[src/rtl/mem_byte_sequencer_pkg.sv]
// Shared state encoding, access lengths and port identifiers for the byte-serial
// memory sequencer.
package mem_seq_pkg;

    typedef enum logic [2:0] {
        S_IDLE,
        S_FETCH,
        S_DREAD,
        S_DWRITE,
        S_ERR,
        S_RESP
    } seq_state_t;

    localparam int IFETCH_LEN = 10;
    localparam int DATA_LEN   = 8;

    localparam logic FETCH = 1'b0;
    localparam logic DATA  = 1'b1;

    // Unsigned 64-bit compare against the last legal start address, so an address
    // close to 2^64 can never wrap into range.
    function automatic logic out_of_range(input logic [63:0] addr,
                                          input int          mem_bytes,
                                          input int          len);
        return addr > 64'(mem_bytes - len);
    endfunction

endpackage

[src/rtl/mem_byte_sequencer_if.sv]
// Requester-side handshake bundle: instruction-fetch port and data port.
interface mem_byte_sequencer_if;

    logic        i_req;
    logic [63:0] i_addr;
    logic        i_ack;
    logic [79:0] i_instr;
    logic        i_ok;

    logic        d_req;
    logic        d_wr;
    logic [63:0] d_addr;
    logic [63:0] d_wdata;
    logic        d_ack;
    logic [63:0] d_rdata;
    logic        d_ok;

    modport master (
        output i_req, i_addr, d_req, d_wr, d_addr, d_wdata,
        input  i_ack, i_instr, i_ok, d_ack, d_rdata, d_ok
    );

    modport slave (
        input  i_req, i_addr, d_req, d_wr, d_addr, d_wdata,
        output i_ack, i_instr, i_ok, d_ack, d_rdata, d_ok
    );

endinterface

[src/rtl/mem_byte_sequencer_arb.sv]
// Two-way fetch/data arbiter: a lone request wins, a tie goes to the port that
// did not win last time.
module mem_grant_arb
    import mem_seq_pkg::*;
(
    input  logic       clk,
    input  logic       reset,
    input  logic       enable,
    input  logic       i_req,
    input  logic       d_req,
    output logic [1:0] grant,
    output logic       grant_valid
);

    logic last_grant_reg;

    always_comb begin
        grant = '0;
        if (enable) begin
            if (i_req && d_req) begin
                if (last_grant_reg == FETCH) begin
                    grant[DATA] = 1'b1;
                end else begin
                    grant[FETCH] = 1'b1;
                end
            end else if (i_req) begin
                grant[FETCH] = 1'b1;
            end else if (d_req) begin
                grant[DATA] = 1'b1;
            end
        end
    end

    assign grant_valid = |grant;

    always_ff @(posedge clk) begin
        if (!reset) begin
            last_grant_reg <= FETCH;
        end else if (grant_valid) begin
            last_grant_reg <= grant[DATA] ? DATA : FETCH;
        end
    end

endmodule

[src/rtl/mem_byte_sequencer.sv]
// Serialises 10-byte fetches and 8-byte data reads/writes onto one byte-wide RAM,
// one byte per cycle, with range checking and a one-cycle ack per response.
module mem_byte_sequencer
    import mem_seq_pkg::*;
#(
    parameter int MEM_BYTES = 1024,
    parameter int MEM_AW    = 10
) (
    input  logic                clk,
    input  logic                reset,
    mem_byte_sequencer_if.slave bus,
    output logic [MEM_AW-1:0]   mem_addr,
    output logic                mem_we,
    output logic [7:0]          mem_wdata,
    input  logic [7:0]          mem_rdata,
    output logic                busy
);

    seq_state_t        state_reg;
    logic              port_reg;
    logic [3:0]        cnt_reg;
    logic [MEM_AW-1:0] base_reg;
    logic [63:0]       wdata_reg;

    logic              i_ack_reg;
    logic [79:0]       i_instr_reg;
    logic              i_ok_reg;
    logic              d_ack_reg;
    logic [63:0]       d_rdata_reg;
    logic              d_ok_reg;
    logic [MEM_AW-1:0] mem_addr_reg;
    logic              mem_we_reg;
    logic [7:0]        mem_wdata_reg;
    logic              busy_reg;
    logic              i_ack_d_reg;
    logic              d_ack_d_reg;

    logic [1:0]        grant;
    logic              grant_valid;
    logic              i_req_m;
    logic              d_req_m;
    logic              i_range_err;
    logic              d_range_err;
    logic              capturing;
    logic [3:0]        cnt_next;
    logic [3:0]        last_idx;
    logic [5:0]        wsel;

    logic [IFETCH_LEN-1:0][7:0] byte_now;
    logic [79:0]                fetch_word;
    logic [63:0]                data_word;

    // A port whose ack was in the previous cycle must not be re-granted, even if
    // its requester is still (illegally) holding req.
    assign i_req_m = bus.i_req && !i_ack_d_reg;
    assign d_req_m = bus.d_req && !d_ack_d_reg;

    mem_grant_arb u_arb (
        .clk         (clk),
        .reset       (reset),
        .enable      (state_reg == S_IDLE),
        .i_req       (i_req_m),
        .d_req       (d_req_m),
        .grant       (grant),
        .grant_valid (grant_valid)
    );

    assign i_range_err = out_of_range(bus.i_addr, MEM_BYTES, IFETCH_LEN);
    assign d_range_err = out_of_range(bus.d_addr, MEM_BYTES, DATA_LEN);

    assign capturing = (state_reg == S_FETCH) || (state_reg == S_DREAD);
    assign cnt_next  = cnt_reg + 4'd1;
    assign last_idx  = (state_reg == S_FETCH) ? 4'(IFETCH_LEN - 1) : 4'(DATA_LEN - 1);
    assign wsel      = {cnt_next[2:0], 3'b000};

    // One capture register per byte slot; the byte arriving in the current cycle
    // bypasses its slot so the final word is complete at the last capture edge.
    generate
        for (genvar gi = 0; gi < IFETCH_LEN; gi++) begin : g_slot
            logic [7:0] slot_reg;

            always_ff @(posedge clk) begin
                if (!reset) begin
                    slot_reg <= '0;
                end else if (capturing && cnt_reg == 4'(gi)) begin
                    slot_reg <= mem_rdata;
                end
            end

            assign byte_now[gi] = (cnt_reg == 4'(gi)) ? mem_rdata : slot_reg;
            assign fetch_word[79-8*gi -: 8] = byte_now[gi];
        end

        for (genvar gi = 0; gi < DATA_LEN; gi++) begin : g_dword
            assign data_word[8*gi +: 8] = byte_now[gi];
        end
    endgenerate

    always_ff @(posedge clk) begin
        if (!reset) begin
            state_reg     <= S_IDLE;
            port_reg      <= FETCH;
            cnt_reg       <= '0;
            base_reg      <= '0;
            wdata_reg     <= '0;
            i_ack_reg     <= 1'b0;
            i_instr_reg   <= '0;
            i_ok_reg      <= 1'b0;
            d_ack_reg     <= 1'b0;
            d_rdata_reg   <= '0;
            d_ok_reg      <= 1'b0;
            mem_addr_reg  <= '0;
            mem_we_reg    <= 1'b0;
            mem_wdata_reg <= '0;
            busy_reg      <= 1'b0;
            i_ack_d_reg   <= 1'b0;
            d_ack_d_reg   <= 1'b0;
        end else begin
            i_ack_d_reg <= i_ack_reg;
            d_ack_d_reg <= d_ack_reg;
            i_ack_reg   <= 1'b0;
            d_ack_reg   <= 1'b0;

            case (state_reg)
                S_IDLE: begin
                    if (grant_valid) begin
                        busy_reg <= 1'b1;
                        cnt_reg  <= '0;
                        if (grant[FETCH]) begin
                            port_reg <= FETCH;
                            if (i_range_err) begin
                                state_reg <= S_ERR;
                            end else begin
                                state_reg    <= S_FETCH;
                                base_reg     <= bus.i_addr[MEM_AW-1:0];
                                mem_addr_reg <= bus.i_addr[MEM_AW-1:0];
                            end
                        end else begin
                            port_reg  <= DATA;
                            wdata_reg <= bus.d_wdata;
                            if (d_range_err) begin
                                state_reg <= S_ERR;
                            end else begin
                                base_reg     <= bus.d_addr[MEM_AW-1:0];
                                mem_addr_reg <= bus.d_addr[MEM_AW-1:0];
                                if (bus.d_wr) begin
                                    state_reg     <= S_DWRITE;
                                    mem_we_reg    <= 1'b1;
                                    mem_wdata_reg <= bus.d_wdata[7:0];
                                end else begin
                                    state_reg <= S_DREAD;
                                end
                            end
                        end
                    end
                end

                S_FETCH, S_DREAD, S_DWRITE: begin
                    if (cnt_reg == last_idx) begin
                        state_reg  <= S_RESP;
                        mem_we_reg <= 1'b0;
                        if (state_reg == S_FETCH) begin
                            i_ack_reg   <= 1'b1;
                            i_ok_reg    <= 1'b1;
                            i_instr_reg <= fetch_word;
                        end else begin
                            d_ack_reg <= 1'b1;
                            d_ok_reg  <= 1'b1;
                            if (state_reg == S_DREAD) begin
                                d_rdata_reg <= data_word;
                            end
                        end
                    end else begin
                        cnt_reg      <= cnt_next;
                        mem_addr_reg <= base_reg + MEM_AW'(cnt_next);
                        if (state_reg == S_DWRITE) begin
                            mem_we_reg    <= 1'b1;
                            mem_wdata_reg <= wdata_reg[wsel +: 8];
                        end
                    end
                end

                S_ERR: begin
                    state_reg <= S_RESP;
                    if (port_reg == FETCH) begin
                        i_ack_reg   <= 1'b1;
                        i_ok_reg    <= 1'b0;
                        i_instr_reg <= '0;
                    end else begin
                        d_ack_reg   <= 1'b1;
                        d_ok_reg    <= 1'b0;
                        d_rdata_reg <= '0;
                    end
                end

                S_RESP: begin
                    state_reg <= S_IDLE;
                    busy_reg  <= 1'b0;
                end

                default: begin
                    state_reg  <= S_IDLE;
                    busy_reg   <= 1'b0;
                    mem_we_reg <= 1'b0;
                end
            endcase
        end
    end

    assign bus.i_ack   = i_ack_reg;
    assign bus.i_instr = i_instr_reg;
    assign bus.i_ok    = i_ok_reg;
    assign bus.d_ack   = d_ack_reg;
    assign bus.d_rdata = d_rdata_reg;
    assign bus.d_ok    = d_ok_reg;
    assign mem_addr    = mem_addr_reg;
    assign mem_we      = mem_we_reg;
    assign mem_wdata   = mem_wdata_reg;
    assign busy        = busy_reg;

endmodule

[src/flat_wrapper.sv]
// flat-port wrapper written by rule: the top's interface ports become plain ports
module mem_byte_sequencer_flat import mem_seq_pkg::*;
#(
    parameter int MEM_BYTES = 1024,
    parameter int MEM_AW    = 10
)
  (clk, reset, mem_addr, mem_we, mem_wdata, mem_rdata, busy, bus_i_req, bus_i_addr, bus_d_req, bus_d_wr, bus_d_addr, bus_d_wdata, bus_i_ack, bus_i_instr, bus_i_ok, bus_d_ack, bus_d_rdata, bus_d_ok);
  mem_byte_sequencer_if bus_i ();
  input  logic clk;
  input  logic reset;
  output logic [MEM_AW-1:0] mem_addr;
  output logic mem_we;
  output logic [7:0] mem_wdata;
  input  logic [7:0] mem_rdata;
  output logic busy;
  input wire logic [$bits(bus_i.i_req)-1:0] bus_i_req;
  input wire logic [$bits(bus_i.i_addr)-1:0] bus_i_addr;
  input wire logic [$bits(bus_i.d_req)-1:0] bus_d_req;
  input wire logic [$bits(bus_i.d_wr)-1:0] bus_d_wr;
  input wire logic [$bits(bus_i.d_addr)-1:0] bus_d_addr;
  input wire logic [$bits(bus_i.d_wdata)-1:0] bus_d_wdata;
  output wire logic [$bits(bus_i.i_ack)-1:0] bus_i_ack;
  output wire logic [$bits(bus_i.i_instr)-1:0] bus_i_instr;
  output wire logic [$bits(bus_i.i_ok)-1:0] bus_i_ok;
  output wire logic [$bits(bus_i.d_ack)-1:0] bus_d_ack;
  output wire logic [$bits(bus_i.d_rdata)-1:0] bus_d_rdata;
  output wire logic [$bits(bus_i.d_ok)-1:0] bus_d_ok;
  assign bus_i.i_req = bus_i_req;
  assign bus_i.i_addr = bus_i_addr;
  assign bus_i.d_req = bus_d_req;
  assign bus_i.d_wr = bus_d_wr;
  assign bus_i.d_addr = bus_d_addr;
  assign bus_i.d_wdata = bus_d_wdata;
  assign bus_i_ack = bus_i.i_ack;
  assign bus_i_instr = bus_i.i_instr;
  assign bus_i_ok = bus_i.i_ok;
  assign bus_d_ack = bus_i.d_ack;
  assign bus_d_rdata = bus_i.d_rdata;
  assign bus_d_ok = bus_i.d_ok;
  mem_byte_sequencer #(.MEM_BYTES(MEM_BYTES), .MEM_AW(MEM_AW)) u_core (.clk(clk), .reset(reset), .bus(bus_i), .mem_addr(mem_addr), .mem_we(mem_we), .mem_wdata(mem_wdata), .mem_rdata(mem_rdata), .busy(busy));
endmodule
[config.mk]
export PLATFORM = sky130hd
export DESIGN_NAME = mem_byte_sequencer_flat
export DESIGN_NICKNAME = d
export VERILOG_FILES = /design/src/rtl/mem_byte_sequencer_pkg.sv /design/src/rtl/mem_byte_sequencer_if.sv /design/src/rtl/mem_byte_sequencer_arb.sv /design/src/rtl/mem_byte_sequencer.sv /design/src/flat_wrapper.sv
export SDC_FILE = /design/constraint.sdc
export NUM_CORES = 1
export LEC_CHECK = 0
export ABC_AREA = 1
export CORE_MARGIN = 3
export CORE_UTILIZATION = 40
export CTS_BUF_LIST = sky130_fd_sc_hd__clkbuf_16
export DETAILED_ROUTE_END_ITERATION = 16
export PLACE_DENSITY = 0.77
export SKIP_CTS_REPAIR_TIMING = 1
export SLEW_MARGIN = 5
export SYNTH_ARGS = -nofsm -noshare
export SYNTH_HDL_FRONTEND = slang
export SYNTH_HIERARCHICAL = 1
export SYNTH_SLANG_ARGS = --single-unit
export TNS_END_PERCENT = 10
[constraint.sdc]
create_clock -name clk -period 3.5 [get_ports clk]
set_input_delay 0.7 -clock clk [delete_from_list [all_inputs] [get_ports clk]]
set_output_delay 0.7 -clock clk [all_outputs]
set_load 0.005 [all_outputs]
==> results.json <==
{
  "status": "finished, final reports clean",
  "period_minus_slack_ns": 2.785,
  "place_area_sq_um": 18330,
  "nets": 2558,
  "worst-path-max-fanout": 39,
  "fp-row-count": 68,
  "syn_avg_cell_area_sq_um": 7.051,
  "p_int_uw": 8840,
  "synth_nets": 2262,
  "final.fill_count": 3276,
  "p_per_area_nw_per_um2": 736.3,
  "wirelength_mm": 46.59,
  "clockBufferDepth": 3,
  "gp_congestion": 0.9135,
  "drcViolationCount": 0,
  "vias": 14720,
  "first_global_vias": 13830,
  "startpoint_type": "register",
  "yosys_warnings": 6,
  "drive_gt1_share_pct": 4.890,
  "setup_viol": 0,
  "dr.pass1.iters": 5,
  "skew_ns": 0.009923,
  "dp.final_hpwl_mm": 33.27,
  "register_area_sq_um": 6666,
  "clock_latency_ns": 0.51,
  "cts_buffers": 36,
  "cts_root_buffer": "clkbuf_16",
  "die_w_microns": 196.0,
  "wl_per_cell_microns": 16.48,
  "ios": 373,
  "finalMaxSlewViolations": 0,
  "crit_required_ns": 3.94,
  "grt_overflow": 0,
  "drt-initial-drc-count": 1347,
  "worstSetupPathType": "reg2reg",
  "hp-class": "reg2reg",
  "synth_cells": 2048,
  "htreeDepth": 2,
  "syn_area_sq_um": 14440,
  "irDropWorstVdd_uv": 432.2,
  "max_slew.worst_pin.slew_ns": 0.8918,
  "die_y_microns": 196.0,
  "rsz0062_at_grt": "no",
  "switching_share_pct": 38.19,
  "hold-worst-slack_ns": 0.4466,
  "clk_pin_slew_worst_paths_ns": 0.06,
  "period_share_pct": 79.57,
  "grt_pass1_wl_mm": 73.29,
  "slew_headroom_pct": 40.33,
  "pwr-share-seq_pct": 36.3,
  "clockPowerShare_pct": 24.5,
  "cts_tree": "yes",
  "numPortBuffers": 372,
  "area_growth_syn_to_layout_pct": 34.50,
  "post_drt_via_cell_ratio": 5.205,
  "die_area_sq_um": 38420,
  "power.net_switching_uw": 5461,
  "max-cap-violations": 0,
  "coreArea_sq_um": 35050,
  "grt_max_degree": 109,
  "critPathArrivalTime_ns": 3.22,
  "gr-usage-all-layers_pct": 23.17,
  "final_util_pct": 55.41,
  "multi_input_area_sq_um": 6731,
  "combinationalPowerShare_pct": 39.2,
  "cts.sinks": 333,
  "end_kind": "register",
  "final_antenna_net_count": 0,
  "p_leak_uw": 0.007425,
  "power.total_uw": 14300,
  "setup_tns_ns": 0,
  "fmax_ghz": 0.3591,
  "design_area_sq_um": 19420,
  "final_hold_viol_count": 0,
  "start_util_pct": 41.20,
  "antenna_found_initial": 1
}
## layer usage
| metal | part of all wire (%) | track usage, % | vias up | wire length [microns] |
|---|---|---|---|---|
| li1 | - | - | 7312 | - |
| met3 | 7.8 | 4.070 | 88 | 3618 |
| met2 | 47 | 38.38 | 580 | 21810 |
| met5 | 0 | 0 | - | 0 |
| met1 | 43 | 31.24 | 6740 | 19990 |
| met4 | 2.5 | 6.417 | 0 | 1165 |
## layout make-up
class / instances / area share (%)
Antenna cell: 1 / 0.01288
Clock buffer: 37 / 4.767
Clock inverter: 29 / 0.8632
Inverter: 113 / 2.190
Multi-Input combinational cell: 1465 / 34.66
Sequential cell: 333 / 34.32
Tap cell: 455 / 2.931
Timing Repair Buffer: 395 / 20.26
## per-stage QoR
step,cells,worst slack [ns]
2_1_floorplan,2048,1.101
3_3_place_gp,2761,0.4080
3_5_place_dp,2761,0.2717
4_1_cts,2827,0.6996
5_1_grt,2828,0.3881
6_report,2828,0.7149
## layout by cell type (no fill, tap or decap), drive strengths merged
| cell | instances |
|---|---|
| diode | 1 |
| nand3b | 5 |
| buf | 24 |
| o21a | 3 |
| and3 | 1 |
| o21ai | 317 |
| a221oi | 7 |
| ha | 8 |
| nand3 | 48 |
| bufinv | 1 |
| nand2 | 284 |
| nor3 | 2 |
| clkinv | 22 |
| nand4 | 5 |
| clkdlybuf4s50 | 371 |
| fa | 1 |
| a21oi | 191 |
| xor2 | 2 |
| clkinvlp | 3 |
| or2 | 5 |
| clkbuf | 37 |
| mux2i | 6 |
| nor2 | 519 |
| inv | 116 |
| o22ai | 13 |
| a211oi | 48 |
| dfxtp | 333 |
## worst paths after layout
check,end,startpoint,slack (ns),cells past startpoint
setup reg to reg,u_core/mem_wdata[2]$_SDFFE_PN0P_,u_core/cnt_reg[0]$_SDFFE_PN0P_,0.71,13
hold / removal,u_core/wdata_reg[23]$_SDFFE_PN0P_,u_core/wdata_reg[23]$_SDFFE_PN0P_,0.45,2
setup / recovery,u_core/mem_wdata[2]$_SDFFE_PN0P_,u_core/cnt_reg[0]$_SDFFE_PN0P_,0.71,13
hold reg to reg,u_core/wdata_reg[23]$_SDFFE_PN0P_,u_core/wdata_reg[23]$_SDFFE_PN0P_,0.45,2
## power by group through the flow
stage                     logic [uW]  registers, uW  clock network, uW
after global placement          5450           5230                  0
after CTS                       5600           5190               3580
after detailed placement        5570           5260                  0
final                           5600           5190               3510
after floorplan                 3530           5170                  0
after global routing            6250           5290               3740
## critical path: stages, from the launching register on
cell and delay [ns]:
dfxtp_1 0.34, buf_4 0.37, inv_1 0.11, ha_1 0.40, buf_4 0.25, inv_1 0.33
o21ai_0 0.15, o22ai_1 0.23, nand2_1 0.13, nand2_1 0.08, a21oi_1 0.04, nand3_1 0.09
nand2_1 0.07, nor2_1 0.11
No activity file was read; power rests on OpenSTA's default activity.
